<file path="config.mk">
export PLATFORM = sky130hd
export DESIGN_NAME = burst
export DESIGN_NICKNAME = d
export VERILOG_FILES = /design/src/rtl/burst.sv
export SDC_FILE = /design/constraint.sdc
export NUM_CORES = 1
export LEC_CHECK = 0
export ABC_CLOCK_PERIOD_IN_PS = 3100
export CAP_MARGIN = 20
export CORE_AREA = 2 2 39 41
export DETAILED_ROUTE_END_ITERATION = 8
export DIE_AREA = 0 0 41 43
export DONT_BUFFER_PORTS = 1
export PLACE_DENSITY_LB_ADDON = 0.08
export SLEW_MARGIN = 20
export SYNTH_ARGS = -nofsm -noshare
export SYNTH_HDL_FRONTEND = slang
export SYNTH_SLANG_ARGS = --single-unit
</file>
<file path="constraint.sdc">
create_clock -name clk -period 3.1 [get_ports clk]
set_clock_uncertainty 0.2 [all_clocks]
set_input_delay 0.155 -clock clk [delete_from_list [all_inputs] [get_ports clk]]
set_output_delay 0.155 -clock clk [all_outputs]
set_load 0.005 [all_outputs]
</file>
<file path="src/rtl/burst.sv">
// rtl/burst.sv - button-triggered pulse-train generator (burst clock)
module burst #(
    parameter int PULSES   = 10,
    parameter int HIGH_CYC = 1,
    parameter int LOW_CYC  = 1
) (
    input  logic clk,
    input  logic rst_n,
    input  logic bRelease,
    output logic burstClk,
    output logic busy
);

    // Pulse counter must hold PULSES itself; keep at least one bit when bursts are disabled.
    localparam int PW   = (PULSES > 0) ? $clog2(PULSES + 1) : 1;
    localparam int PMAX = (HIGH_CYC > LOW_CYC) ? HIGH_CYC : LOW_CYC;
    localparam int PHW  = $clog2(PMAX + 1);

    localparam logic [PW-1:0]  PULSE_LAST = PW'(PULSES);
    localparam logic [PHW-1:0] HIGH_LAST  = PHW'(HIGH_CYC - 1);
    localparam logic [PHW-1:0] LOW_LAST   = PHW'(LOW_CYC - 1);
    localparam logic           ENABLED    = (PULSES > 0);

    typedef enum logic [1:0] {IDLE, HIGH, LOW} state_t;

    state_t         state;
    logic [PW-1:0]  pulse_cnt;
    logic [PHW-1:0] phase;
    logic           s1, s2, s3;
    logic           rise;

    // Two-flop synchronizer plus history flop; reset to 0 so a level already high counts as an edge.
    always_ff @(posedge clk or negedge rst_n) begin
        if (!rst_n) begin
            s1 <= 1'b0;
            s2 <= 1'b0;
            s3 <= 1'b0;
        end else begin
            s1 <= bRelease;
            s2 <= s1;
            s3 <= s2;
        end
    end

    assign rise = s2 & ~s3;

    // Burst sequencer: HIGH/LOW phases per pulse, outputs registered so burstClk is glitch-free.
    always_ff @(posedge clk or negedge rst_n) begin
        if (!rst_n) begin
            state     <= IDLE;
            pulse_cnt <= '0;
            phase     <= '0;
            burstClk  <= 1'b0;
            busy      <= 1'b0;
        end else begin
            case (state)
                IDLE: begin
                    burstClk <= 1'b0;
                    busy     <= 1'b0;
                    if (rise && ENABLED) begin
                        state     <= HIGH;
                        pulse_cnt <= PW'(1);
                        phase     <= '0;
                        burstClk  <= 1'b1;
                        busy      <= 1'b1;
                    end
                end
                HIGH: begin
                    if (phase == HIGH_LAST) begin
                        state    <= LOW;
                        phase    <= '0;
                        burstClk <= 1'b0;
                    end else begin
                        phase <= phase + PHW'(1);
                    end
                end
                LOW: begin
                    if (phase == LOW_LAST) begin
                        phase <= '0;
                        if (pulse_cnt == PULSE_LAST) begin
                            state <= IDLE;
                            busy  <= 1'b0;
                        end else begin
                            pulse_cnt <= pulse_cnt + PW'(1);
                            state     <= HIGH;
                            burstClk  <= 1'b1;
                        end
                    end else begin
                        phase <= phase + PHW'(1);
                    end
                end
                default: begin
                    state    <= IDLE;
                    burstClk <= 1'b0;
                    busy     <= 1'b0;
                end
            endcase
        end
    end

endmodule

</file>
==> load_flow_metrics.sql, run 1 <==
INSERT INTO impl_metrics (metric_group, metric, value, unit) VALUES
('worst_setup_path', 'cpMaxStageDelayCell', 'sky130_fd_sc_hd__or4b_4', ''),
('worst_setup_path', 'timing.critical_path.depth', '3', ''),
('logic_synthesis', 'synth_top_family_by_area', 'simple AND/OR/NAND/NOR gates', ''),
('global_route', 'track_usage', '11.6', '%'),
('worst_setup_path', 'r2r_slack', '1.31', 'ns'),
('worst_setup_path', 'crit_path_max_fanout', '4', ''),
('logic_synthesis', 'synthesis.nets', '44', ''),
('worst_setup_path', 'critical_path.cell_chain', 'or4b_4, a21boi_4, a221o_1', ''),
('logic_synthesis', 'synthDistinctLibCells', '20', ''),
('clock_tree', 'cts_max_path_buffers', '2', ''),
('sta', 'final.setup.worst_slack', '1.31', 'ns'),
('logic_synthesis', 'postSynthAreaPerCell', '12.2', 'um2'),
('detailed_routing', 'viasPerCell', '4.92', ''),
('finish', 'antennaDiodeCount', '0', ''),
('detailed_routing', 'dr.pass1.iters', '3', ''),
('worst_setup_path', 'critical_path.startpoint_type', 'register', ''),
('finish', 'post-route-util', '39.2', '%'),
('logic_synthesis', 'synth_adder_area_share', '5.25', '%'),
('sta', 'finalCritPeriodShare', '57.9', '%'),
('hold_path', 'hold_path.class', 'in2async', ''),
('die', 'rows', '14', ''),
('logic_synthesis', 'synth_compound_gate_area_share', '11.3', '%'),
('detailed_routing', 'number_of_nets_with_antenna_violations_after_detailed_routing', '0', ''),
('sta', 'hold_viol_final', '0', ''),
('worst_setup_path', 'critical_path.endpoint_type', 'register', ''),
('flow_run', 'drv_cap', '0', ''),
('global_route', 'pin_count_of_the_biggest_net_entering_global_routing', '12', ''),
('clock_tree', 'tritoncts_num_sinks', '11', ''),
('sta', 'worst_pin_slew', '0.477', 'ns'),
('global_route', 'gr-total-overflow', '0', ''),
('worst_setup_path', 'worst-endpoint-required', '3.05', 'ns'),
('logic_synthesis', 'syn-instance-count', '39', ''),
('place', 'port-buffer-count', '0', ''),
('clock_tree', 'cells_resized_by_post_cts_repair', '0', ''),
('clock_tree', 'tritoncts_buffer_count', '3', ''),
('finish', 'fill_cells', '136', ''),
('die', 'initial_core_util', '34.4', '%'),
('logic_synthesis', 'netlist_top_cells_area', 'sky130_fd_sc_hd__dfrtp_1, sky130_fd_sc_hd__ha_1, sky130_fd_sc_hd__a21boi_4, sky130_fd_sc_hd__and2b_2, sky130_fd_sc_hd__nand2_1', ''),
('finish', 'nets', '51', ''),
('worst_setup_path', 'cp_num_buf_inv', '0', ''),
('logic_synthesis', 'post_synth_xor_area_fraction', '0', '%'),
('worst_setup_path', 'timing.critical_path.max_delay_family', 'simple AND/OR/NAND/NOR gates', ''),
('clock_tree', 'post-cts-setup-buffers', '0', ''),
('finish', 'final_cell_count_no_fill', '61', ''),
('clock_tree', 'htree_levels', '1', ''),
('detailed_routing', 'dr.first_iter.drc_count', '3', ''),
('worst_setup_path', 'cp_slowest_stage_delay', '0.55', 'ns'),
('worst_setup_path', 'worst_r2r_path_depth', '3', ''),
('sta', 'fmaxAchievable', '557', 'MHz'),
('detailed_routing', 'sum_of_routed_wire_length_over_all_layers', '807', 'um'),
('global_route', 'antenna_found_initial', '0', ''),
('place', 'globalplace.congestion', '0.706', ''),
('logic_synthesis', 'multiplexer_share_of_the_synthesized_area', '2.10', '%'),
('clock_tree', 'cts.hold.buffers_added', '2', ''),
('run_status', 'outcome', 'complete, no violations', ''),
('finish', 'area_grow_syn2layout', '13.9', '%'),
('detailed_routing', 'detail_route.drc_violations', '0', ''),
('logic_synthesis', 'synthDominantCellAreaShare', '57.7', '%'),
('global_route', 'grt_first_pass_wirelength', '1280', 'um'),
('sta', 'worst_slew_margin_rel', '68.1', '%'),
('detailed_routing', 'vias', '300', ''),
('sta', 'final-max-slew-violation-count', '0', ''),
('detailed_routing', 'avgRoutedWirePerCell', '13.2', 'um'),
('worst_setup_path', 'arrival', '1.75', 'ns'),
('place', 'place.detailed.hpwl', '596', 'um'),
('logic_synthesis', 'synth_simple_gate_area_share', '21.3', '%'),
('global_route', 'grt_pass1_vias', '315', ''),
('die', 'core_region_area', '1380', 'um2'),
('place', 'dp_cells', '55', ''),
('logic_synthesis', 'synth-seq-area-share', '57.7', '%'),
('clock_tree', 'root_buffer', 'sky130_fd_sc_hd__clkbuf_4', '');
## flip-flops by register name (all words and copies together) (netlist names)
name	count
s3	1
s1	1
pulse_cnt	4
burstClk	1
busy	1
s2	1
state	2
## through the flow
step	total power, mW	cell area (um2)	hold slack, ns
final	0.490	543	0.0738
after detailed placement	0.390	497	-0.340
after CTS	0.499	543	0.0885
after global routing	0.529	543	0.110
after global placement	0.386	497	-0.340
after floorplan	0.352	477	-0.341
## final cells by class
type,instances,area [um2],area share [%]
multi-input cells,25,190,35.0
repair buffers,2,20.0,3.69
flip-flops and latches,11,275,50.7
clock buffers,4,26.3,4.84
well taps,16,20.0,3.69
inverters,3,11.3,2.07
## where the power goes
part | leakage, nW | internal [mW] | switching, mW
Sequential | 0.137 | 0.194 | 0.0459
Combinational | 0.112 | 0.0772 | 0.0752
Clock | 0.0150 | 0.0499 | 0.0481
Total | 0.264 | 0.321 | 0.169
## placed cells by master (no fill, tap or decap), drive strengths merged, types with 2 or more instances in the layout
| master | count |
|---|---|
| a21oi | 2 |
| and2b | 2 |
| clkbuf | 4 |
| dfrtp | 11 |
| dlygate4sd3 | 2 |
| ha | 2 |
| inv | 3 |
| nand2 | 4 |
| nor3 | 2 |
## final timing paths
kind | start | to
worst max-delay path | state[1] | pulse_cnt[3]
worst min-delay path | rst_n | pulse_cnt[0]
worst max register to register | state[1] | pulse_cnt[3]
worst min register to register | s1 | s2
max in group asynchronous | rst_n | s2
min in group clk | s1 | s2
## synth_stat cells
cell,n
sky130_fd_sc_hd__nand2_1,4
sky130_fd_sc_hd__nor3_1,2
sky130_fd_sc_hd__o21ai_0,1
sky130_fd_sc_hd__a221o_1,1
sky130_fd_sc_hd__a21oi_1,2
sky130_fd_sc_hd__nor2b_1,1
sky130_fd_sc_hd__dfrtp_1,11
sky130_fd_sc_hd__nand3_1,1
sky130_fd_sc_hd__nor2_1,1
sky130_fd_sc_hd__a32o_1,1
sky130_fd_sc_hd__ha_1,2
sky130_fd_sc_hd__or4b_4,1
sky130_fd_sc_hd__or2b_1,1
sky130_fd_sc_hd__mux2i_1,1
sky130_fd_sc_hd__and3b_1,1
sky130_fd_sc_hd__and2_1,1
sky130_fd_sc_hd__and2b_2,2
sky130_fd_sc_hd__nand3b_1,1
sky130_fd_sc_hd__inv_1,3
sky130_fd_sc_hd__a21boi_4,1
## per-layer routing
layer | track usage (%) | wire, um | vias to the layer above
met2 | 16.3 | 396 | 7
met4 | 10.0 | 15 | 0
met1 | 13.0 | 346 | 143
met5 | 0 | 0 | -
li1 | - | - | 146
met3 | 4.19 | 49 | 4
## cells by family after synthesis
logic type | Yosys count
simple gates | 16
flops | 11
compound gates | 6
buf+inv | 3
fa+ha+maj | 2
mux | 1
(Power assumes the default switching activity.)
==> run 2: changes to the inputs <==
--- a/config.mk
+++ b/config.mk
@@ -5,7 +5,8 @@
 export SDC_FILE = /design/constraint.sdc
 export NUM_CORES = 1
 export LEC_CHECK = 0
-export ABC_CLOCK_PERIOD_IN_PS = 3100
+export ABC_AREA = 1
+export ABC_CLOCK_PERIOD_IN_PS = 1750
 export CAP_MARGIN = 20
 export CORE_AREA = 2 2 39 41
 export DETAILED_ROUTE_END_ITERATION = 8
==> constraint.sdc (replaced) <==
create_clock -name clk -period 1.75 [get_ports clk]
set_clock_uncertainty 0.2 [all_clocks]
set_input_delay 0.0875 -clock clk [delete_from_list [all_inputs] [get_ports clk]]
set_output_delay 0.0875 -clock clk [all_outputs]
set_load 0.005 [all_outputs]
==> run 2 against run 1 <==
Effect of this change: maximum frequency is 31% higher; global-route usage up 0.84 points; cell count rose by 28%; core utilization rose by 3.1 points; first-iteration DRC count is 100% higher; register-to-register slack got worse by 0.93 ns; highest routed layer unchanged.
==> load_flow_metrics.sql, run 2 <==
INSERT INTO impl_metrics (metric_group, metric, value, unit) VALUES
('worst_setup_path', 'arrival', '1.33', 'ns'),
('global_route', 'gr-total-overflow', '0', ''),
('worst_setup_path', 'timing.critical_path.max_delay_family', 'flip-flops', ''),
('sta', 'final-max-slew-violation-count', '0', ''),
('logic_synthesis', 'synthesis.area', '519', 'um2'),
('worst_setup_path', 'crit-reg2reg-launch', 'pulse_cnt[0]', ''),
('global_route', 'pin_count_of_the_biggest_net_entering_global_routing', '12', ''),
('worst_setup_path', 'crit_type', 'reg2reg', ''),
('clock_tree', 'clock_transition_at_the_register_clock_pins_on_the_worst_setup_and_hold_paths_after_cts', '0.07', 'ns'),
('worst_setup_path', 'critical_path.endpoint_type', 'register', ''),
('sta', 'layout_min_cycle_time', '1.37', 'ns'),
('finish', 'share_of_cells_above_drive_strength_1', '21.0', '%'),
('sta', 'fin_hold_ws', '0.0278', 'ns'),
('detailed_routing', 'vias', '339', ''),
('die', 'rows', '14', ''),
('flow_run', 'drv_cap', '0', ''),
('clock_tree', 'tritoncts_buffer_count', '3', ''),
('pwr', 'total_leakage_power', '0.306', 'nW'),
('logic_synthesis', 'synthDistinctLibCells', '12', ''),
('logic_synthesis', 'synth_largest_area_cell', 'sky130_fd_sc_hd__dfrtp_1', ''),
('pwr', 'internal_power', '0.511', 'mW'),
('logic_synthesis', 'async_set_or_reset_flop_fraction_in_the_synthesized_netlist', '100', '%'),
('finish', 'nets', '68', ''),
('die', 'pin_count', '5', ''),
('clock_tree', 'post-cts-setup-buffers', '0', ''),
('detailed_routing', 'number_of_nets_with_antenna_violations_after_detailed_routing', '0', ''),
('logic_synthesis', 'syn-instance-count', '56', ''),
('finish', 'largest_register_ffs', '4', ''),
('logic_synthesis', 'netlist_top_cells_area', 'sky130_fd_sc_hd__dfrtp_1, sky130_fd_sc_hd__nand2_1, sky130_fd_sc_hd__nand3_1, sky130_fd_sc_hd__inv_1, sky130_fd_sc_hd__ha_1', ''),
('logic_synthesis', 'synthesis.nets', '61', ''),
('detailed_routing', 'dr.first_iter.drc_count', '6', ''),
('sta', 'setup_viol_count_final', '0', ''),
('clock_tree', 'cts_tree', 'built', ''),
('place', 'detailed_place.area', '539', 'um2'),
('clock_tree', 'cells_resized_by_post_cts_repair', '0', ''),
('pwr', 'power.clock.fraction', '20.5', '%'),
('die', 'core_region_area', '1380', 'um2'),
('worst_setup_path', 'r2r_slack', '0.38', 'ns'),
('logic_synthesis', 'number_of_flops_mapped_to_enable_cells_by_yosys', '0', ''),
('worst_setup_path', 'worst-endpoint-required', '1.71', 'ns'),
('logic_synthesis', 'synth.ff_latch_count', '11', ''),
('sta', 'timing.setup.tns', '0', 'ns'),
('hold_path', 'hold_path.class', 'in2async', ''),
('sta', 'hold_viol_final', '0', ''),
('finish', 'layout.cells.most_common', 'sky130_fd_sc_hd__nand2_1', ''),
('pwr', 'worst_ir_drop_vdd', '0.000604', 'V'),
('finish', 'area_grow_syn2layout', '12.8', '%'),
('worst_setup_path', 'cp_num_buf_inv', '1', ''),
('pwr', 'p_comb_share', '30.8', '%'),
('sta', 'finalCritPeriodShare', '78.5', '%'),
('detailed_routing', 'detail_route.drc_violations', '0', ''),
('worst_setup_path', 'critical_path.cell_chain', 'inv_1, ha_1, nand3_2, nand2_4, nand2_1, nand2_1, nand2_1', ''),
('finish', 'regMostFlops', 'pulse_cnt', ''),
('detailed_routing', 'viasPerCell', '4.35', ''),
('worst_setup_path', 'cpMostUsedCell', 'sky130_fd_sc_hd__nand2_1', ''),
('die', 'die_w', '41', 'um'),
('clock_tree', 'root_buffer', 'sky130_fd_sc_hd__clkbuf_4', ''),
('worst_setup_path', 'critical_path.startpoint_type', 'register', ''),
('sta', 'worst_slew_margin_rel', '65.8', '%'),
('place', 'place.detailed.hpwl', '546', 'um'),
('logic_synthesis', 'synth.cells.most_frequent', 'sky130_fd_sc_hd__nand2_1, sky130_fd_sc_hd__dfrtp_1, sky130_fd_sc_hd__inv_1, sky130_fd_sc_hd__nand3_1, sky130_fd_sc_hd__inv_2', ''),
('clock_tree', 'cts.hold.buffers_added', '2', ''),
('place', 'port-buffer-count', '0', ''),
('clock_tree', 'cts_max_path_buffers', '2', ''),
('worst_setup_path', 'worst_r2r_path_depth', '7', ''),
('logic_synthesis', 'synthDominantCellAreaShare', '53.0', '%'),
('run_status', 'outcome', 'complete, no violations', ''),
('place', 'globalplace.congestion', '0.716', ''),
('detailed_routing', 'dr.pass1.iters', '2', ''),
('worst_setup_path', 'worst_r2r_endpoint', 'busy', ''),
('global_route', 'antenna_found_initial', '0', ''),
('global_route', 'track_usage', '12.4', '%'),
('clock_tree', 'htree_levels', '1', ''),
('sta', 'unrepaired_setup_endpoints_after_global_routing', 'no', ''),
('finish', 'reg.largest.list', 'pulse_cnt (4), state (2)', ''),
('finish', 'antennaDiodeCount', '0', ''),
('logic_synthesis', 'dominantRegCellSynth', 'sky130_fd_sc_hd__dfrtp_1', ''),
('logic_synthesis', 'synth-seq-area-share', '53.0', '%'),
('logic_synthesis', 'top_count_cell_post_synth', 'sky130_fd_sc_hd__nand2_1', ''),
('pwr', 'net-switching-power', '0.320', 'mW'),
('worst_setup_path', 'cpMaxStageDelayCell', 'sky130_fd_sc_hd__dfrtp_1', ''),
('detailed_routing', 'sum_of_routed_wire_length_over_all_layers', '820', 'um'),
('die', 'initial_core_util', '37.5', '%'),
('finish', 'post_route_cell_area', '586', 'um2'),
('clock_tree', 'insertion_delay', '0.26', 'ns'),
('die', 'die-area', '1760', 'um2'),
('finish', 'layout_common_cells', 'sky130_fd_sc_hd__nand2_1, sky130_fd_sc_hd__dfrtp_1, sky130_fd_sc_hd__inv_1', ''),
('pwr', 'swShare', '38.5', '%'),
('sta', 'fmaxAchievable', '728', 'MHz'),
('detailed_routing', 'avgRoutedWirePerCell', '10.5', 'um'),
('pwr', 'power.share.sequential', '48.7', '%'),
('worst_setup_path', 'cp_slowest_stage_delay', '0.44', 'ns'),
('clock_tree', 'tritoncts_num_sinks', '11', ''),
('die', 'die_height', '43', 'um'),
('logic_synthesis', 'postSynthAreaPerCell', '9.27', 'um2'),
('pwr', 'powerDensity', '1420', 'nW/um2'),
('global_route', 'grt_pass1_vias', '352', ''),
('logic_synthesis', 'yosys_warning_count', '0', ''),
('global_route', 'grt_first_pass_wirelength', '1380', 'um'),
('worst_setup_path', 'crit_path_max_fanout', '8', ''),
('finish', 'post-route-util', '42.3', '%'),
('sta', 'worst_pin_slew', '0.511', 'ns');
[run 2: through the flow]
stage / cells / setup slack (ns) / power [mW]
3_5_place_dp: 72 / 0.378 / 0.659
2_1_floorplan: 56 / 0.483 / 0.610
4_1_cts: 78 / 0.359 / 0.850
5_1_grt: 78 / 0.281 / 0.906
6_report: 78 / 0.376 / 0.831
3_3_place_gp: 72 / 0.382 / 0.662
[run 2: cell type report]
class | instances | area (um2)
fillers | 148 | 798
flip-flops and latches | 11 | 275
multi-input cells | 35 | 206
inverters | 10 | 37.5
clock buffers | 4 | 26.3
repair buffers | 2 | 20.0
well taps | 16 | 20.0
[run 2: how the worst max path moves through the flow]
stage | from | end | cells after the start
4_1_cts | pulse_cnt[0] | busy | 7
3_3_place_gp | pulse_cnt[0] | busy | 7
6_report | pulse_cnt[0] | busy | 7
5_1_grt | pulse_cnt[0] | busy | 7
3_5_place_dp | pulse_cnt[0] | busy | 7
2_1_floorplan | pulse_cnt[0] | busy | 7
[run 2: cells by family (layout without fill, tap and decap cells)]
logic type,after synthesis,after routing,share of synthesized area (%)
DFF,11,11,53.0
adders and majority gates,2,2,4.82
and+or+nand+nor,33,33,34.9
buffers and inverters,10,16,7.23
[run 2: metal layers]
layer / track usage, % / share of wire (%)
met2: 16.9 / 44
met5: 0 / 0
met3: 4.71 / 3.2
met4: 10.0 / 0.85
met1: 14.8 / 52
[run 2: worst register-to-register path: stages (launching register included)]
cell                      delay, ns
sky130_fd_sc_hd__dfrtp_1       0.44
sky130_fd_sc_hd__inv_1         0.08
sky130_fd_sc_hd__ha_1          0.15
sky130_fd_sc_hd__nand3_2       0.10
sky130_fd_sc_hd__nand2_4       0.13
sky130_fd_sc_hd__nand2_1       0.07
sky130_fd_sc_hd__nand2_1       0.05
sky130_fd_sc_hd__nand2_1       0.04
[run 2: power groups by stage]
stage / Combinational (mW) / Sequential, mW / Clock [mW]
after floorplan: 0.217 / 0.393 / 0
after global placement: 0.252 / 0.410 / 0
after detailed placement: 0.249 / 0.410 / 0
after CTS: 0.262 / 0.406 / 0.181
after global routing: 0.297 / 0.416 / 0.192
final: 0.256 / 0.405 / 0.170
